[src/rtl/findmax_driver.sv]
// Purpose : stimulus source for the findmax unit; buffers N samples, pulses the
//           findmax reset, streams the samples on o_x, captures max/argmax.
// Latency : RST_CYCLES reset + N stream cycles + WAIT until i_finish, +1 capture.
// Backpressure: none; i_start/i_wr_en are dropped while busy, no queuing.
//
// Ports:
//   i_clk, i_rst            clock (posedge) and synchronous active-high reset
//   i_wr_en/addr/data       sample buffer write port (IDLE only)
//   i_start                 begin a run (sampled in IDLE only)
//   o_busy                  high in every state except IDLE
//   o_dut_rst, o_x          reset and registered sample stream to findmax
//   i_max/i_argmax/i_finish result interface from findmax
//   o_result_max/argmax     captured result; o_done pulses when they update
//   o_timeout               sticky, set when finish never arrives; cleared by start
//   o_mismatch              (FINDMAX_DRIVER_CHECK_EN only) findmax result differs
//                           from the locally computed max/argmax
//
// Optional feature macro: FINDMAX_DRIVER_CHECK_EN

module findmax_driver #(
  parameter int W          = 8,
  parameter int AW         = 3,
  parameter int RST_CYCLES = 2,
  parameter int TIMEOUT    = 1000
) (
  input  logic          i_clk,
  input  logic          i_rst,
  input  logic          i_wr_en,
  input  logic [AW-1:0] i_wr_addr,
  input  logic [W-1:0]  i_wr_data,
  input  logic          i_start,
  output logic          o_busy,
  output logic          o_dut_rst,
  output logic [W-1:0]  o_x,
  input  logic [W-1:0]  i_max,
  input  logic [AW-1:0] i_argmax,
  input  logic          i_finish,
  output logic [W-1:0]  o_result_max,
  output logic [AW-1:0] o_result_argmax,
  output logic          o_done,
  output logic          o_timeout
`ifdef FINDMAX_DRIVER_CHECK_EN
  ,
  output logic          o_mismatch
`endif
);

  localparam int N      = 1 << AW;
  localparam int CNT_MX = (TIMEOUT > RST_CYCLES) ? TIMEOUT : RST_CYCLES;
  localparam int CW     = $clog2(CNT_MX) + 1;

  localparam logic [CW-1:0] RST_LAST = CW'(RST_CYCLES - 1);
  localparam logic [CW-1:0] TO_LAST  = CW'(TIMEOUT - 1);
  localparam logic [AW-1:0] K_LAST   = AW'(N - 1);

  typedef enum logic [2:0] {
    S_IDLE,
    S_RSTP,
    S_STRM,
    S_WAIT,
    S_CAPT
  } state_t;

  state_t         r_state;
  logic [CW-1:0]  r_cnt;
  logic [AW-1:0]  r_k;
  logic [W-1:0]   r_buf [N];

  logic           w_wr;
  logic [W-1:0]   w_buf0;
  logic [AW-1:0]  w_k_nxt;
  logic [W-1:0]   w_buf_nxt;

`ifdef FINDMAX_DRIVER_CHECK_EN
  logic [W-1:0]   r_chk_max;
  logic [AW-1:0]  r_chk_arg;
`endif

  assign w_wr      = (r_state == S_IDLE) && i_wr_en && !i_rst;
  // A write to entry 0 in the same cycle as start must reach the first sample.
  assign w_buf0    = (w_wr && (i_wr_addr == '0)) ? i_wr_data : r_buf[0];
  assign w_k_nxt   = r_k + 1'b1;
  assign w_buf_nxt = r_buf[w_k_nxt];

  // Sample buffer: no reset, contents survive RST.
  always_ff @(posedge i_clk) begin
    if (w_wr) begin
      r_buf[i_wr_addr] <= i_wr_data;
    end
  end

  always_ff @(posedge i_clk) begin
    if (i_rst) begin
      r_state         <= S_IDLE;
      r_cnt           <= '0;
      r_k             <= '0;
      o_busy          <= 1'b0;
      o_dut_rst       <= 1'b0;
      o_x             <= '0;
      o_result_max    <= '0;
      o_result_argmax <= '0;
      o_done          <= 1'b0;
      o_timeout       <= 1'b0;
`ifdef FINDMAX_DRIVER_CHECK_EN
      o_mismatch      <= 1'b0;
      r_chk_max       <= '0;
      r_chk_arg       <= '0;
`endif
    end else begin
      o_done <= 1'b0;
      case (r_state)
        S_IDLE: begin
          if (i_start) begin
            r_state   <= S_RSTP;
            r_cnt     <= '0;
            o_busy    <= 1'b1;
            o_dut_rst <= 1'b1;
            o_x       <= w_buf0;
            o_timeout <= 1'b0;
`ifdef FINDMAX_DRIVER_CHECK_EN
            o_mismatch <= 1'b0;
`endif
          end
        end

        // o_x already holds buffer[0] for the whole reset pulse.
        S_RSTP: begin
          if (r_cnt == RST_LAST) begin
            r_state   <= S_STRM;
            r_cnt     <= '0;
            r_k       <= '0;
            o_dut_rst <= 1'b0;
          end else begin
            r_cnt <= r_cnt + 1'b1;
          end
        end

        // o_x carries buffer[r_k] during stream cycle r_k.
        S_STRM: begin
`ifdef FINDMAX_DRIVER_CHECK_EN
          // Strict greater-than keeps the lowest index on ties.
          if ((r_k == '0) || (o_x > r_chk_max)) begin
            r_chk_max <= o_x;
            r_chk_arg <= r_k;
          end
`endif
          if (r_k == K_LAST) begin
            r_state <= S_WAIT;
            r_cnt   <= '0;
          end else begin
            r_k <= w_k_nxt;
            o_x <= w_buf_nxt;
          end
        end

        // Result is captured on the edge that first sees finish, so the
        // CAPT cycle shows the new result together with o_done.
        S_WAIT: begin
          if (i_finish) begin
            r_state         <= S_CAPT;
            o_result_max    <= i_max;
            o_result_argmax <= i_argmax;
            o_done          <= 1'b1;
`ifdef FINDMAX_DRIVER_CHECK_EN
            o_mismatch <= (i_max != r_chk_max) || (i_argmax != r_chk_arg);
`endif
          end else if (r_cnt == TO_LAST) begin
            r_state   <= S_IDLE;
            r_cnt     <= '0;
            o_busy    <= 1'b0;
            o_timeout <= 1'b1;
          end else begin
            r_cnt <= r_cnt + 1'b1;
          end
        end

        S_CAPT: begin
          r_state <= S_IDLE;
          o_busy  <= 1'b0;
        end

        default: begin
          r_state   <= S_IDLE;
          o_busy    <= 1'b0;
          o_dut_rst <= 1'b0;
        end
      endcase
    end
  end

endmodule
[config.mk]
export PLATFORM = sky130hd
export DESIGN_NAME = findmax_driver
export DESIGN_NICKNAME = d
export VERILOG_FILES = /design/src/rtl/findmax_driver.sv
export SDC_FILE = /design/constraint.sdc
export NUM_CORES = 1
export LEC_CHECK = 0
export ABC_AREA = 1
export ABC_CLOCK_PERIOD_IN_PS = 1800
export BUFFER_PORTS_ARGS = -buffer_cell sky130_fd_sc_hd__buf_2
export CAP_MARGIN = 40
export CORE_ASPECT_RATIO = 0.75
export CORE_MARGIN = 2
export CORE_UTILIZATION = 52
export DETAILED_ROUTE_END_ITERATION = 8
export GPL_TIMING_DRIVEN = 0
export PLACE_DENSITY = 0.75
export SLEW_MARGIN = 30
export SYNTH_ARGS = -nofsm -noshare
export SYNTH_HDL_FRONTEND = slang
export SYNTH_SLANG_ARGS = --single-unit
[constraint.sdc]
create_clock -name i_clk -period 1.8 [get_ports i_clk]
set_clock_uncertainty 0.2 [all_clocks]
set_input_delay 0.27 -clock i_clk [delete_from_list [all_inputs] [get_ports i_clk]]
set_output_delay 0.27 -clock i_clk [all_outputs]
set_load 0.02 [all_outputs]
* Word-level counts from Yosys, hierarchy flattened
Memories as Yosys holds them, arrays and structs flattened.
Cells that the tools add are included.
** Word-level totals
- Input port bits :: 27
- Bits in registers :: 40
- Word-level logic and storage cells :: 83
- RAM bits :: 64
- Output and inout bits :: 23
- Memories kept :: 1
** Cells by class
- Reduce and logical (&&, ||, !) cells :: 21
- Bitwise operators :: 3
- Multiplexer cells :: 32
- Add/sub/neg operators :: 2
- Equal/unequal tests :: 14
** Memory list
- r_buf :: words 8, bits a word 8, read ports 2, clocked after memory_dff 0, write ports 1, line 67 : logic [W-1:0] r_buf [N];
** Operators by type and width (number)
- $mux 11 :: 5
- $pmux 11 s4 :: 1
- $mux 8 :: 3
- $mux 3 :: 7
- $pmux 8 s2 :: 1
- $reduce_and 4->1 :: 4
- $ne 2x2->1 const B :: 6
- $pmux 3 s4 :: 1
- $add 11x1->11 const B :: 1
- $eq 11x1->1 const B :: 1
- $eq 11x10->1 const B :: 1
- $mux 1 :: 10
- $reduce_and 3->1 :: 3
- $eq 3x2->1 const B :: 2
- $eq 3x3->1 const B :: 2
- $logic_not 3->1 :: 2
- $pmux 1 s3 :: 2
- $pmux 3 s2 :: 1
- $reduce_bool 2->1 :: 3
- $reduce_bool 4->1 :: 1
- $reduce_or 2->1 :: 2
- $add 3x1->3 const B :: 1
- $eq 3x1->1 const B :: 1
- $logic_and 1x1->1 :: 3
- other kinds (6) :: 8

* Logic depth before layout (Yosys ltp)
- Word-level depth :: 7
- Gate-level depth with buffers :: 11
- Depth with buffers taken out :: 10

* Worst setup path after synthesis
No wires, ideal clock.
- Kind :: register to register
- Start point :: register r_state[0]
- End point :: memory r_buf[6][0], enable pin
- Cell stages (with the launch flop) :: 6
- Period minus slack after synthesis :: 1985 ps
- Arrival time :: 1402 ps
- Setup slack :: -185 ps
- Data required time :: 1217 ps
- Buffers on the path :: 0
- Library setup time :: 383 ps
- Cells stage by stage :: dfxtp_1 -> nor2_1 -> nand2_1 -> nor2_2 -> nand2_1 -> nor3_1
** On the way
- Longest elaborated chain between the ends :: 5
** RTL lines
- from (decl) :: line 64 : state_t r_state;
- from (signal assigned) :: line 94 : r_state <= S_IDLE;
- from (signal assigned) :: line 114 : r_state <= S_RSTP;
- from (signal assigned) :: line 129 : r_state <= S_STRM;
- $logic_not 3->1 :: line 79 : assign w_wr = (r_state == S_IDLE) && i_wr_en && !i_rst;
- $logic_and 1x1->1 (2 in series) :: line 79
- $mux 1 :: line 87 : if (w_wr) begin
- $mux 1 (implied by the code) :: line 88 : r_buf[i_wr_addr] <= i_wr_data;
- to (decl) :: line 67
No other way between the ends.

* Final worst setup path
- Start point :: register r_state[2]
- End point :: register o_x[2]
** On the way
- Longest elaborated chain between the ends :: 7
- Elaborated cells between the ends (all ways) :: 12
- Classes of those cells :: 3 x eq/ne; 3 x mux; 6 x reduce/logical
** RTL lines
- $logic_not 3->1 :: line 79, 111
- $logic_and 1x1->1 (2 in series) :: line 79
- $logic_and 1x1->1 :: line 81 : assign w_buf0 = (w_wr && (i_wr_addr == '0)) ? i_wr_data : r_buf[0];
- $mux 8 :: line 81
- $mux 8 :: line 113 : if (i_start) begin
- $pmux 8 s2 :: line 111 : case (r_state)
- to (signal assigned) :: line 118 : o_x <= w_buf0;
- to (signal assigned) :: line 152 : o_x <= w_buf_nxt;
- to (decl) :: line 34 : output logic [W-1:0] o_x,
Parallel ways exist; a longest one is shown, timed or not. The select of a mux whose other input is x is not followed.
A chain may end at the register's enable or synchronous reset.

==> results by group <==
Placed design
  – # port buffers: 49
  – DP HPWL: 7.621 mm
  – Routability Congestion: 0.8838
  – Setup WS pre-CTS: -0.4785 ns
  – Placed insts: 648

Setup path
  – Worst setup path end: o_x[2]$_SDFFE_PP0P_
  – Setup slack, reg-to-reg: -0.005 ns
  – CP startpoint: r_state[2]$_SDFFE_PP0P_
  – Crit path top cell by count: nor2_4
  – Crit path kind: flip-flop to flip-flop
  – Startpoint class of the critical path: flip-flop
  – Max FO, Critical Path: 6
  – CP Depth: 10
  – Reg2reg end: o_x[2]$_SDFFE_PP0P_
  – WP data required: 1.87 ns
  – Top delay family on crit path: simple AND/OR/NAND/NOR gates
  – Slowest stage delay, CP: 0.37 ns
  – CP bufs+invs: 3
  – Register-to-Register Path Depth: 10
  – Critical Path AT: 1.88 ns
  – CP endpoint kind: flip-flop
  – Reg2reg start: r_state[2]$_SDFFE_PP0P_
  – Slowest cell on the critical path: dfxtp_4
  – CP Cell Sequence: inv_4, nand2_4, nor2_4, inv_2, buf_12, nor2_4, nand3_2, nand2_1, nor2_2, a21oi_1

CTS
  – CTS tree: yes
  – Worst-Skew Late Latency: 0.34 ns
  – H-tree depth: 3
  – CTS Sinks: 104
  – Longest Clk Path Bufs: 2
  – Reg clk slew, reported paths: 0.07 ns
  – CTS root buffer: clkbuf_16
  – CTS buffer count: 9

Detailed routing
  – First-pass DRT Iterations: 5
  – Drc violations: 0
  – Via density: 5.735
  – Vias: 3,946
  – Drt wl/cell: 18.08 microns
  – DRT iter0 DRCs: 450
  – Final antenna-violating net count: 0
  – Final Routed Wirelength: 12.44 mm

Run status
  – Status: finished with violations
  – Violated checks: negative setup slack

Timing
  – Slew @ Worst Pin: 0.5238 ns
  – Final WS setup: -0.004641 ns
  – Max Slew Vio Count: 0
  – RSZ-0062 raised after global routing: true
  – Setup-failing EPs final: 2
  – Rel. slew slack: 0.6508
  – Tcrit/Tclk final: 1.003
  – Final hold vios: 0
  – Max Freq: 554.1 MHz
  – Fin crit period: 1.805 ns

Final layout
  – Layout cells sized above 1: 0.2914
  – Core Util, Final: 0.6823
  – Ant. Diodes: 0
  – Layout Cells excl Fill: 688
  – Layout net count: 606
  – Synthesis-to-finish area growth: 27.41%

Power
  – Total power: 8065 uW
  – Leakage: 0.002260 uW
  – Pwr Density: 1392 mW/mm^2
  – Max rail drop VDD: 0.7804 mV

Synth
  – Synth Net Count: 522
  – Post-Syn Instances: 491
  – Predominant post-synthesis flop cell: edfxtp_1
  – Cell taking the most area after synthesis: edfxtp_1
  – EDFF count, synth: 64
  – Async SR Flop Fraction: 0
  – Count leader, synth: nand2_1
  – Synth top area share: 0.4227
  – Post-Syn Area per Cell: 9.260 sq um
  – Register area share after synthesis: 0.5988
  – Mapped Area: 0.004547 sq mm
  – Post-synth cell types: 26
  – #FFs+latches synth: 104
  – Synth top cells by count: 101 x nand2_1, 64 x edfxtp_1, 59 x nor2_1
  – Synth area leaders: edfxtp_1 42%, dfxtp_1 18%, nand2_1 8.3%
  – Syn. warnings: 0

Die
  – Initial Util: 0.5355
  – Rows: 29
  – Chip Height: 84.98 microns
  – Die X: 112.0 microns
  – DIE AREA: 0.009516 sq mm
  – Placeable Area: 0.008491 sq mm
  – Num ports: 50

GRT
  – Initial antenna violation count: 0
  – Vias in the first global route: 3,674
  – First-pass GRT wire length: 18.62 mm
  – GR Util All Layers: 0.2532
  – Largest net degree at the start of global routing: 20
  – GRT Residual Overflow: 0

Min path
  – Hold Path Class: input pin to flip-flop

Run
  – Max Cap Violations: 0
==> cells in the final DEF (no fill, tap or decap), drive strengths merged, types with 6 or more instances in the layout <==
master and n:
o211ai 8, nor3 9, dfxtp 40, a21oi 39, nor2 65, nand3 49, buf 75, inv 40
nand2 108, edfxtp 64, clkbuf 19, dlygate4sd3 6, nand4 6, o21ai 37
==> layout make-up <==
type                    count  area (sq um)
plain buffers              18         122.6
clock buffers               9         225.2
clock inverters             7         81.33
fillers                   628          2698
inverters                  38         152.6
multi-input cells         331          1876
flip-flops and latches    104          2733
well taps                 108         135.1
repair buffers             73         467.9
==> report_power, final <==
part / leakage, uW / internal (uW) / switching, uW
sequential: 0.000906 / 2740 / 148
combinational: 0.00121 / 1120 / 2050
clock: 0.000148 / 1100 / 913
==> repair_timing <==
item	4_1_cts	5_1_grt
pin swaps	7	26
resized for setup	36	60
setup endpoints to repair	77	80
setup buffers	7	10
hold buffers	6	0
cloned	2	0
hold endpoints to repair	6	0
==> metal layers <==
metal / GRT usage / part of all wire / vias to the layer above
met3: 0.06143 / 0.075 / 43
met4: 0.08204 / 0.031 / 0
li1: - / - / 1839
met5: 0 / 0 / -
met1: 0.3392 / 0.41 / 1885
met2: 0.4132 / 0.48 / 179
==> stage by stage <==
step | hold slack (ns) | instance area, sq um | setup TNS, ns
3_3_place_gp | 0.2455 | 4927 | -34.48
3_5_place_dp | 0.2519 | 4947 | -26.85
4_1_cts | 0.002157 | 5510 | -0.01265
2_1_floorplan | 0.1689 | 4547 | -5.920
5_1_grt | 0.008692 | 5793 | -0.2832
6_report | 0.003782 | 5793 | -0.007520
==> cells by family after synthesis <==
| logic type | count (synthesis) | synth area share |
|---|---|---|
| adder cells (fa/ha/maj) | 4 | 0.01101 |
| AO/OA/AOI/OAI | 86 | 0.1010 |
| XOR/XNOR | 4 | 0.007706 |
| AND/OR/NAND/NOR | 236 | 0.2295 |
| flip-flops | 104 | 0.5988 |
| buffers and inverters | 57 | 0.05201 |
==> worst min-delay path by stage <==
stage          cells after the start                         endpoint  slack, ns                             from
2_1_floorplan                      0            r_buf[0][0]$_DFFE_PP_       0.17                     i_wr_data[0]
3_3_place_gp                       2     o_result_max[6]$_SDFFE_PP0P_       0.25     o_result_max[6]$_SDFFE_PP0P_
3_5_place_dp                       2  o_result_argmax[2]$_SDFFE_PP0P_       0.25  o_result_argmax[2]$_SDFFE_PP0P_
4_1_cts                            3     o_result_max[2]$_SDFFE_PP0P_      0.002                         i_max[2]
5_1_grt                            3     o_result_max[7]$_SDFFE_PP0P_      0.009                         i_max[7]
6_report                           3     o_result_max[3]$_SDFFE_PP0P_      0.004                         i_max[3]
==> sequential cells by signal, indices dropped and copies added (netlist names) <==
signal	flops
r_buf	64
r_cnt	11
o_result_max	8
o_x	8
o_result_argmax	3
r_k	3
r_state	3
o_busy	1
o_done	1
o_dut_rst	1
o_timeout	1
==> worst reg2reg max path, delay by kind of cell (launching register included) <==
family	cells	cell delay, ns
AOI/OAI and AO/OA	1	0.14
DFF	1	0.37
and+or+nand+nor	6	0.73
buffers and inverters	3	0.30
Power figures use the tool's default switching activity.
